**src/rtl/mem_stage_sram_ctrl.sv**
```systemverilog
// MEM-stage SRAM controller: splits each 32-bit load/store into two 16-bit SRAM
// half-accesses and freezes the pipeline (ready = 0) while they are in flight.
module mem_stage_sram_ctrl #(
    parameter int unsigned BASE_ADDR     = 1024,
    parameter int unsigned ACCESS_CYCLES = 2
) (
    input  logic        clk,
    input  logic        rst,
    input  logic        rd_en,
    input  logic        wr_en,
    input  logic [31:0] address,
    input  logic [31:0] write_data,
    output logic [31:0] read_data,
    output logic        ready,
    output logic [17:0] sram_addr,
    output logic [15:0] sram_dq_out,
    input  logic [15:0] sram_dq_in,
    output logic        sram_dq_oe,
    output logic        sram_we_n
);

    localparam int unsigned    CNT_W    = $clog2(ACCESS_CYCLES + 1);
    localparam logic [CNT_W-1:0] CNT_LAST = CNT_W'(ACCESS_CYCLES - 1);
    localparam logic [31:0]    BASE     = 32'(BASE_ADDR);

    typedef enum logic [1:0] {IDLE, LOW, HIGH, DONE} state_t;

    state_t           state, state_nxt;
    logic [CNT_W-1:0] cnt;
    logic             op_wr_p0;
    logic [31:0]      wdata_p0;
    logic [31:0]      offset;
    logic             req, cnt_last, accept, busy, unused_bits;

    assign req         = rd_en | wr_en;
    assign cnt_last    = (cnt == CNT_LAST);
    assign accept      = (state == IDLE) && req;
    assign busy        = (state == LOW) || (state == HIGH);
    assign offset      = address - BASE;
    // Offset bits outside [18:2] are dropped: byte lanes and wrap-around.
    assign unused_bits = ^{offset[31:19], offset[1:0]};

    always_ff @(posedge clk or negedge rst) begin
        if (!rst) begin
            state <= IDLE;
            cnt   <= '0;
        end else begin
            state <= state_nxt;
            if (state_nxt != state || !busy) cnt <= '0;
            else                             cnt <= cnt + 1'b1;
        end
    end

    always_comb begin
        state_nxt = state;
        case (state)
            IDLE: if (req)      state_nxt = LOW;
            LOW:  if (cnt_last) state_nxt = HIGH;
            HIGH: if (cnt_last) state_nxt = DONE;
            DONE:               state_nxt = IDLE;
            default:            state_nxt = IDLE;
        endcase
    end

    // Stage p0: request capture and SRAM address / read-word assembly
    always_ff @(posedge clk or negedge rst) begin
        if (!rst) begin
            op_wr_p0  <= 1'b0;
            sram_addr <= '0;
            read_data <= '0;
        end else begin
            if (accept) begin
                op_wr_p0  <= wr_en;
                sram_addr <= {offset[18:2], 1'b0};
            end
            if (state == LOW && cnt_last) begin
                sram_addr[0] <= 1'b1;
                if (!op_wr_p0) read_data[15:0] <= sram_dq_in;
            end
            if (state == HIGH && cnt_last && !op_wr_p0)
                read_data[31:16] <= sram_dq_in;
        end
    end

    always_ff @(posedge clk) begin
        if (accept) wdata_p0 <= write_data;
    end

    // SRAM strobes are decoded from registered state only
    always_comb begin
        sram_we_n   = 1'b1;
        sram_dq_oe  = 1'b0;
        sram_dq_out = '0;
        if (op_wr_p0 && busy) begin
            sram_we_n   = 1'b0;
            sram_dq_oe  = 1'b1;
            sram_dq_out = (state == LOW) ? wdata_p0[15:0] : wdata_p0[31:16];
        end
    end

    assign ready = (state == DONE) || ((state == IDLE) && !req);

endmodule

```
**config.mk**
```make
export PLATFORM = sky130hd
export DESIGN_NAME = mem_stage_sram_ctrl
export DESIGN_NICKNAME = d
export VERILOG_FILES = /design/src/rtl/mem_stage_sram_ctrl.sv
export SDC_FILE = /design/constraint.sdc
export NUM_CORES = 1
export LEC_CHECK = 0
export BUFFER_PORTS_ARGS = -buffer_cell sky130_fd_sc_hd__buf_2
export CELL_PAD_IN_SITES_DETAIL_PLACEMENT = 0
export CELL_PAD_IN_SITES_GLOBAL_PLACEMENT = 2
export CORE_MARGIN = 4
export CORE_UTILIZATION = 32
export DETAILED_ROUTE_END_ITERATION = 12
export GPL_ROUTABILITY_DRIVEN = 0
export PLACE_DENSITY = 0.85
export SYNTH_ARGS = -nofsm -noshare
export SYNTH_HDL_FRONTEND = slang
export SYNTH_SLANG_ARGS = --single-unit
export TNS_END_PERCENT = 10
```
**constraint.sdc**
```tcl
create_clock -name clk -period 6.35 [get_ports clk]
set_input_delay 0.3175 -clock clk [delete_from_list [all_inputs] [get_ports clk]]
set_output_delay 0.3175 -clock clk [all_outputs]
set_load 0.01 [all_outputs]
```
==> metrics, run 1 <==
simple-gate share of the synthesized area a little under a tenth; clk sinks 87; Leak ~2.1 nW; crit end category output pin; Hold Path Class input port to asynchronous set/reset pin; Synth Area in Adders 2.481%; Die W around 110 um; status completed; cell area after synthesis approximately 0.0035 mm2; Core Rows 38; Post-Synth XOR/XNOR Area less than 1%; cts bufs inserted 9; Synth Register Bits 87; Routed WL ~7.8 mm; IO Count between 150 and 200; Power Dens Cells approximately 470 mW/mm2; Cell variety after synth 34; Peak VDD IR about 0.21 mV; Post-CTS Resized 0; Avg WL per Cell between 10 and 15 um; Core Region 0.01084 mm2; r2r setup slk approximately 4000 ps; synth top area cells dfrtp_1, edfxtp_1, mux2_2; CP delay by family, top simple AND/OR/NAND/NOR gates; Reg clk slew, reported paths approximately 80 ps; die area roughly 0.013 mm2; Final min period roughly 2400 ps; largest family of logic cells by synthesized area multiplexers; Synth Area in Compound Gates approximately 4.9%; H-tree levels 3; RSZ-0062 raised after global routing false; area occupied by multi-input gates around 0.0011 mm2; switching power around 0.76 mW; CTS Buffer Depth 2; vias in the first global route 2586; CP Buf/Inv Count 2; Synth Net Count between 300 and 400; WP data arrival 2110 ps; Seq pwr share approximately 44%; share of cells above drive strength 1 approximately 47%; via count ~2500; worst endpoint required time roughly 6000 ps; register area share after synthesis 66.22%; initial drt markers 51; die height around 110 um; clock root buffer clkbuf_8; Final HPWL DP 5.751 mm; antenna violations before repair 0; CP max stage cell nand2_1; startpoint types flop; mux cell area share after synthesis between 10% and 20%; Yosys warning count 0; Logic pwr share 40.1%; worst skew pair latency between 300 and 400 ps; max_cap viols 0; GR Overflow Total 0; largest net degree at the start of global routing 56; Clk pwr share around 16%; post-synthesis cell count 258; post-synth top area share 38.99%; period utilisation layout between 30% and 40%; internal power ~1.4 mW; Worst Setup Path Type flop to output pin; average vias per placed instance 4.514; Starting Density approximately 33%; final-report setup violation count 0; antenna cell count 0; CP max FO 18; hold-fix buffers at CTS 0; final setup TNS 0 ps; Final Hold Fails 0; switching share of power a little over a third; fin nets around 490; All-Layer GR Usage between 10% and 20%; first-pass GRT wire length around 13 mm; slowest stage delay, CP 520 ps; Layout Skew between 10 and 15 ps; Setup Buffers After CTS 0; Port Buffer Count between 100 and 150; filler cell count ~1100; number of synthesized flops with an enable pin 32; TritonCTS clock tree built; average size of a mapped cell ~14 um2; DP Area roughly 0.0044 mm2; Rel. slew slack around two fifths; Worst Tran Pin Value 897.2 ps; critical-path cell list inv_1 > ha_1 > nand2_1 > nor2_1 > buf_2; Area Overhead vs Synth 29.21%; DRT antenna net count 0; Storage cell area 0.002337 mm2; ys async rst share roughly 63%; DRT Pass-1 Iters 3; dominant cell type by area after synthesis dfrtp_1; drt drc 0; highest clock rate 0.4115 GHz; design area roughly 0.0046 mm2; Final Max Tran Viols 0; ys flop type dfrtp_1
## state kept, by name (all words and copies together) (netlist names)
register / flops
state: 2
op_wr_p0: 1
sram_addr: 18
read_data: 32
cnt: 2
wdata_p0: 32
## final cells by class
type                       count  area share, %
timing repair buffer         141          15.69
clock inverter                 4         0.4390
inverter                       8         0.6584
tap                          140          3.841
clock buffer                  12          3.429
multi-input combinational    155          24.69
sequential                    87          51.25
## synthesized netlist by cell type (2+ instances only)
| cell | instances |
|---|---|
| or4_1 | 2 |
| nand3b_1 | 2 |
| nand2_1 | 34 |
| xnor2_1 | 2 |
| inv_1 | 7 |
| ha_1 | 7 |
| o31ai_1 | 3 |
| buf_2 | 5 |
| a21oi_1 | 2 |
| nor2_1 | 23 |
| dfrtp_1 | 55 |
| a31oi_1 | 5 |
| o21ai_0 | 7 |
| mux2i_1 | 16 |
| mux2_2 | 32 |
| a211oi_1 | 2 |
| edfxtp_1 | 32 |
| nor4_1 | 2 |
| clkbuf_1 | 3 |
| or3_1 | 3 |
## metrics by stage
stage | utilization (%) | power, mW | hold WS [ps] | setup slack [ps] | instances
6_report | 42.07 | 2.142 | 97.71 | 3920 | 547
5_1_grt | 42.07 | 2.304 | 110.5 | 3722 | 547
4_1_cts | 42.07 | 2.188 | 107.1 | 3849 | 547
3_5_place_dp | 40.44 | 1.831 | 444.6 | 3983 | 531
3_3_place_gp | 40.44 | 1.801 | 433.3 | 4026 | 531
2_1_floorplan | - | 1.464 | 21.91 | 3836 | 258
## cell usage in the layout (no fill, tap or decap), drive strengths merged, types with 8 or more instances in the layout
| cell type | Yosys | final |
|---|---|---|
| buf | 5 | 141 |
| clkbuf | 3 | 12 |
| dfrtp | 55 | 55 |
| edfxtp | 32 | 32 |
| mux2 | 32 | 32 |
| mux2i | 16 | 16 |
| nand2 | 34 | 34 |
| nor2 | 23 | 23 |
| o21ai | 8 | 8 |
## path summary, 6_finish.rpt
path | depth (start not counted) | endpoint | startpoint
min | 2 | read_data[15] | rst
max reg2reg | 6 | wdata_p0[12] | state[0]
max in group asynchronous | 2 | sram_addr[5] | rst
min reg2reg | 1 | cnt[0] | cnt[0]
min in group clk | 1 | wdata_p0[16] | write_data[16]
max | 5 | sram_dq_out[9] | state[0]
## per-layer routing
layer | share of wire, % | global-route usage (%)
met1 | 42 | 15.07
met2 | 50 | 21.13
met3 | 5.0 | 2.246
met4 | 2.5 | 6.571
met5 | 0 | 0
## power by group through the flow
stage	Clock (mW)	Combinational (mW)	Sequential [mW]
after floorplan	0	0.445	1.02
after global placement	0	0.865	0.937
after detailed placement	0	0.884	0.947
after CTS	0.366	0.884	0.938
after global routing	0.387	0.954	0.963
final	0.350	0.859	0.934
## logic make-up after synthesis
kind of cell / count (synthesis)
compound gates: 26
xor+xnor: 2
fa+ha+maj: 7
buf+inv: 16
flops: 87
mux: 48
simple gates: 72
No activity file was read; power rests on OpenSTA's default activity.
==> run 2, diff against run 1 <==
- CORE_UTILIZATION: 32 -> 27
- PLACE_DENSITY: 0.85 -> 0.77
- clock period: 6.35 -> 2.2 ns (I/O delays scaled with it)
==> run 2 against run 1 <==
Global-route usage shrank 0.53 points; largest power group unchanged; sequential power grew to 2.9 times the previous value; via count rose by 8.3%; die area grew 17%; register-to-register slack lost 3600 ps; first-iteration DRC count is 110% higher; worst hold slack got worse by 78 ps; clock power grew to 4.5 times the previous value; wire length up 13%; sequential share of layout area decreased by 6.4 points; flip-flop and latch count did not move; utilization is 1.1 points lower.
==> metrics, run 2 (synthesis results as in run 1) <==
via count 2674 (+8.3%); max_cap viols 0 (unchanged); cts bufs inserted 9 (unchanged); GR Overflow Total 0 (unchanged); largest net degree at the start of global routing 56 (unchanged); share of cells above drive strength 1 43.36% (-3.3 points); clk sinks 87 (unchanged); Peak VDD IR 0.5051 mV (+140%); initial drt markers 109 (+110%); top flop regs read_data x32, wdata_p0 x32, sram_addr x18; drt drc 0 (unchanged); Area Overhead vs Synth 47.78%; Worst R2R Path Depth 5 (-1); status completed; Setup Buffers After CTS 0 (unchanged); Core Rows 41 (+7.9%); R2R Path Start state[0]; Final HPWL DP 6.144 mm (+6.8%); critical-path cell list inv_1 > ha_2 > buf_12 > mux2i_1 > nor2_1 > buf_2; IO Count 153 (unchanged); Avg WL per Cell 14.17 um (-1.1%); Die W 122.3 um (+8.2%); Worst Hold Depth 2; TritonCTS clock tree built; die area 0.01497 mm2 (+17%); CP max FO 17 (-1); clock root buffer clkbuf_16; slowest stage delay, CP 460 ps (-60 ps); Final Hold Fails 0 (unchanged); filler cell count 1256 (+19%); antenna violations before repair 0 (unchanged); Port Buffer Count 137 (unchanged); Worst Setup Path Type flop to output pin; critical hold path startpoint sram_dq_in[1]; CTS Buffer Depth 2 (unchanged); commonest non-fill, non-tap cell in the layout buf_2; Reg clk slew, reported paths 60 ps (-20 ps); origin of the worst setup path state[1]; worst endpoint required time 2090 ps (-3940 ps); Core Region 0.01272 mm2 (+17%); Final Max Tran Viols 0 (unchanged); period utilisation layout slightly above 90%; antenna cell count 0 (unchanged); CP max stage cell dfrtp_1; Leak 2.392 nW (+12%); first-pass GRT wire length 13.90 mm (+11%); DRT Pass-1 Iters 4 (+1); All-Layer GR Usage 11.92% (-0.53 points); Rel. slew slack 53.02% (+13 points); DRT antenna net count 0 (unchanged); final setup TNS 0 ps (unchanged); capture point of the worst reg-to-reg path read_data[27]; RSZ-0062 raised after global routing false; worst skew pair latency 330 ps (-20 ps); die height 122.3 um (+8.2%); Crit. path cell count 6 (+1); Worst Hold Slack 19.95 ps (-77.77 ps); startpoint types flop; final-report setup violation count 0 (unchanged); Final min period about 2000 ps; commonest non-fill, non-tap cells in the layout buf_2, dfrtp_1, dlygate4sd3_1; CP Buf/Inv Count 3 (+1); r2r setup slk 420 ps (-3600 ps); crit end category output pin; vias in the first global route 2760 (+6.7%); Starting Density 27.74% (-4.8 points); Routed WL 8.839 mm (+13%); Power Dens Cells 1326 mW/mm2 (+180%); power consumption 6.918 mW (+220%); highest clock rate between 0.5 and 0.6 GHz; average vias per placed instance 4.285 (-5.1%); Hold Path Class input port to flop; Layout Skew 6.030 ps (-4.185 ps); CP delay by family, top buffers and inverters; H-tree levels 3 (unchanged); Worst Tran Pin Value 704.7 ps (-192.5 ps); Hold Path Sink read_data[17]; WP data arrival 1890 ps (-220 ps); fin nets 538 (+9.1%)
[run 2: cell count changes in the layout (fill, tap and decap cells not counted)]
cell	change
dlygate4sd3_1	+42
clkbuf_16	+10
clkbuf_8	-8
clkinv_2	-4
buf_12	+2
clkbuf_1	-2
clkinvlp_4	+2
buf_4	+1
clkinv_4	+1
ha_1	-1
ha_2	+1
inv_6	+1
[run 2: worst max path at each step]
stage / to / slack [ps]
2_1_floorplan: wdata_p0[0] / 160
3_3_place_gp: cnt[0] / 400
3_5_place_dp: cnt[0] / 340
4_1_cts: sram_dq_out[5] / 70
5_1_grt: sram_dq_out[15] / 80
6_report: sram_dq_out[13] / 200
[run 2: layer usage]
layer / part of all wire, % / up-vias / wire length [um] / track usage [%]
met3: 5.9 / 13 / 520 / 3.180
met1: 41 / 1292 / 3603 / 14.28
li1: - / 1294 / - / -
met4: 1.8 / 0 / 155 / 4.829
met5: 0 / - / 0 / 0
met2: 52 / 75 / 4559 / 20.34
[run 2: layout make-up]
type | count | area (um2) | area share (%)
multi-input combinational | 155 | 1129 | 21.64
clock buffer | 12 | 289.0 | 5.541
clock inverter | 4 | 32.53 | 0.6237
inverter | 8 | 30.03 | 0.5757
timing repair buffer | 186 | 1184 | 22.69
tap | 172 | 215.2 | 4.126
sequential | 87 | 2337 | 44.81
[run 2: worst reg2reg max path: cells and delay by family, from the launching register on]
family / cells / cell delay, ps
fa+ha+maj: 1 / 290
buf+inv: 2 / 390
flops: 1 / 510
mux: 1 / 370
simple gates: 1 / 110
[run 2: metrics by stage]
stage	cell area [um2]	cells	worst slack [ps]	utilization [%]
6_report	5216	624	204.7	41.00
5_1_grt	5216	624	84.94	41.00
4_1_cts	5214	624	74.55	40.98
3_5_place_dp	4472	566	335.7	35.15
3_3_place_gp	4472	566	399.4	35.15
2_1_floorplan	3531	258	164.5	-
[run 2: power breakdown]
| group | switching [mW] | internal (mW) | leakage, nW |
|---|---|---|---|
| sequential | 0.304 | 2.41 | 0.957 |
| clock | 0.627 | 0.940 | 0.152 |
| combinational | 1.42 | 1.22 | 1.28 |
[run 2: repair_timing]
item / CTS / global route
gates resized for setup: 0 / 1
hold buffers: 42 / 0
endpoints found under the setup margin: 0 / 8
endpoints found under the hold margin: 96 / 0
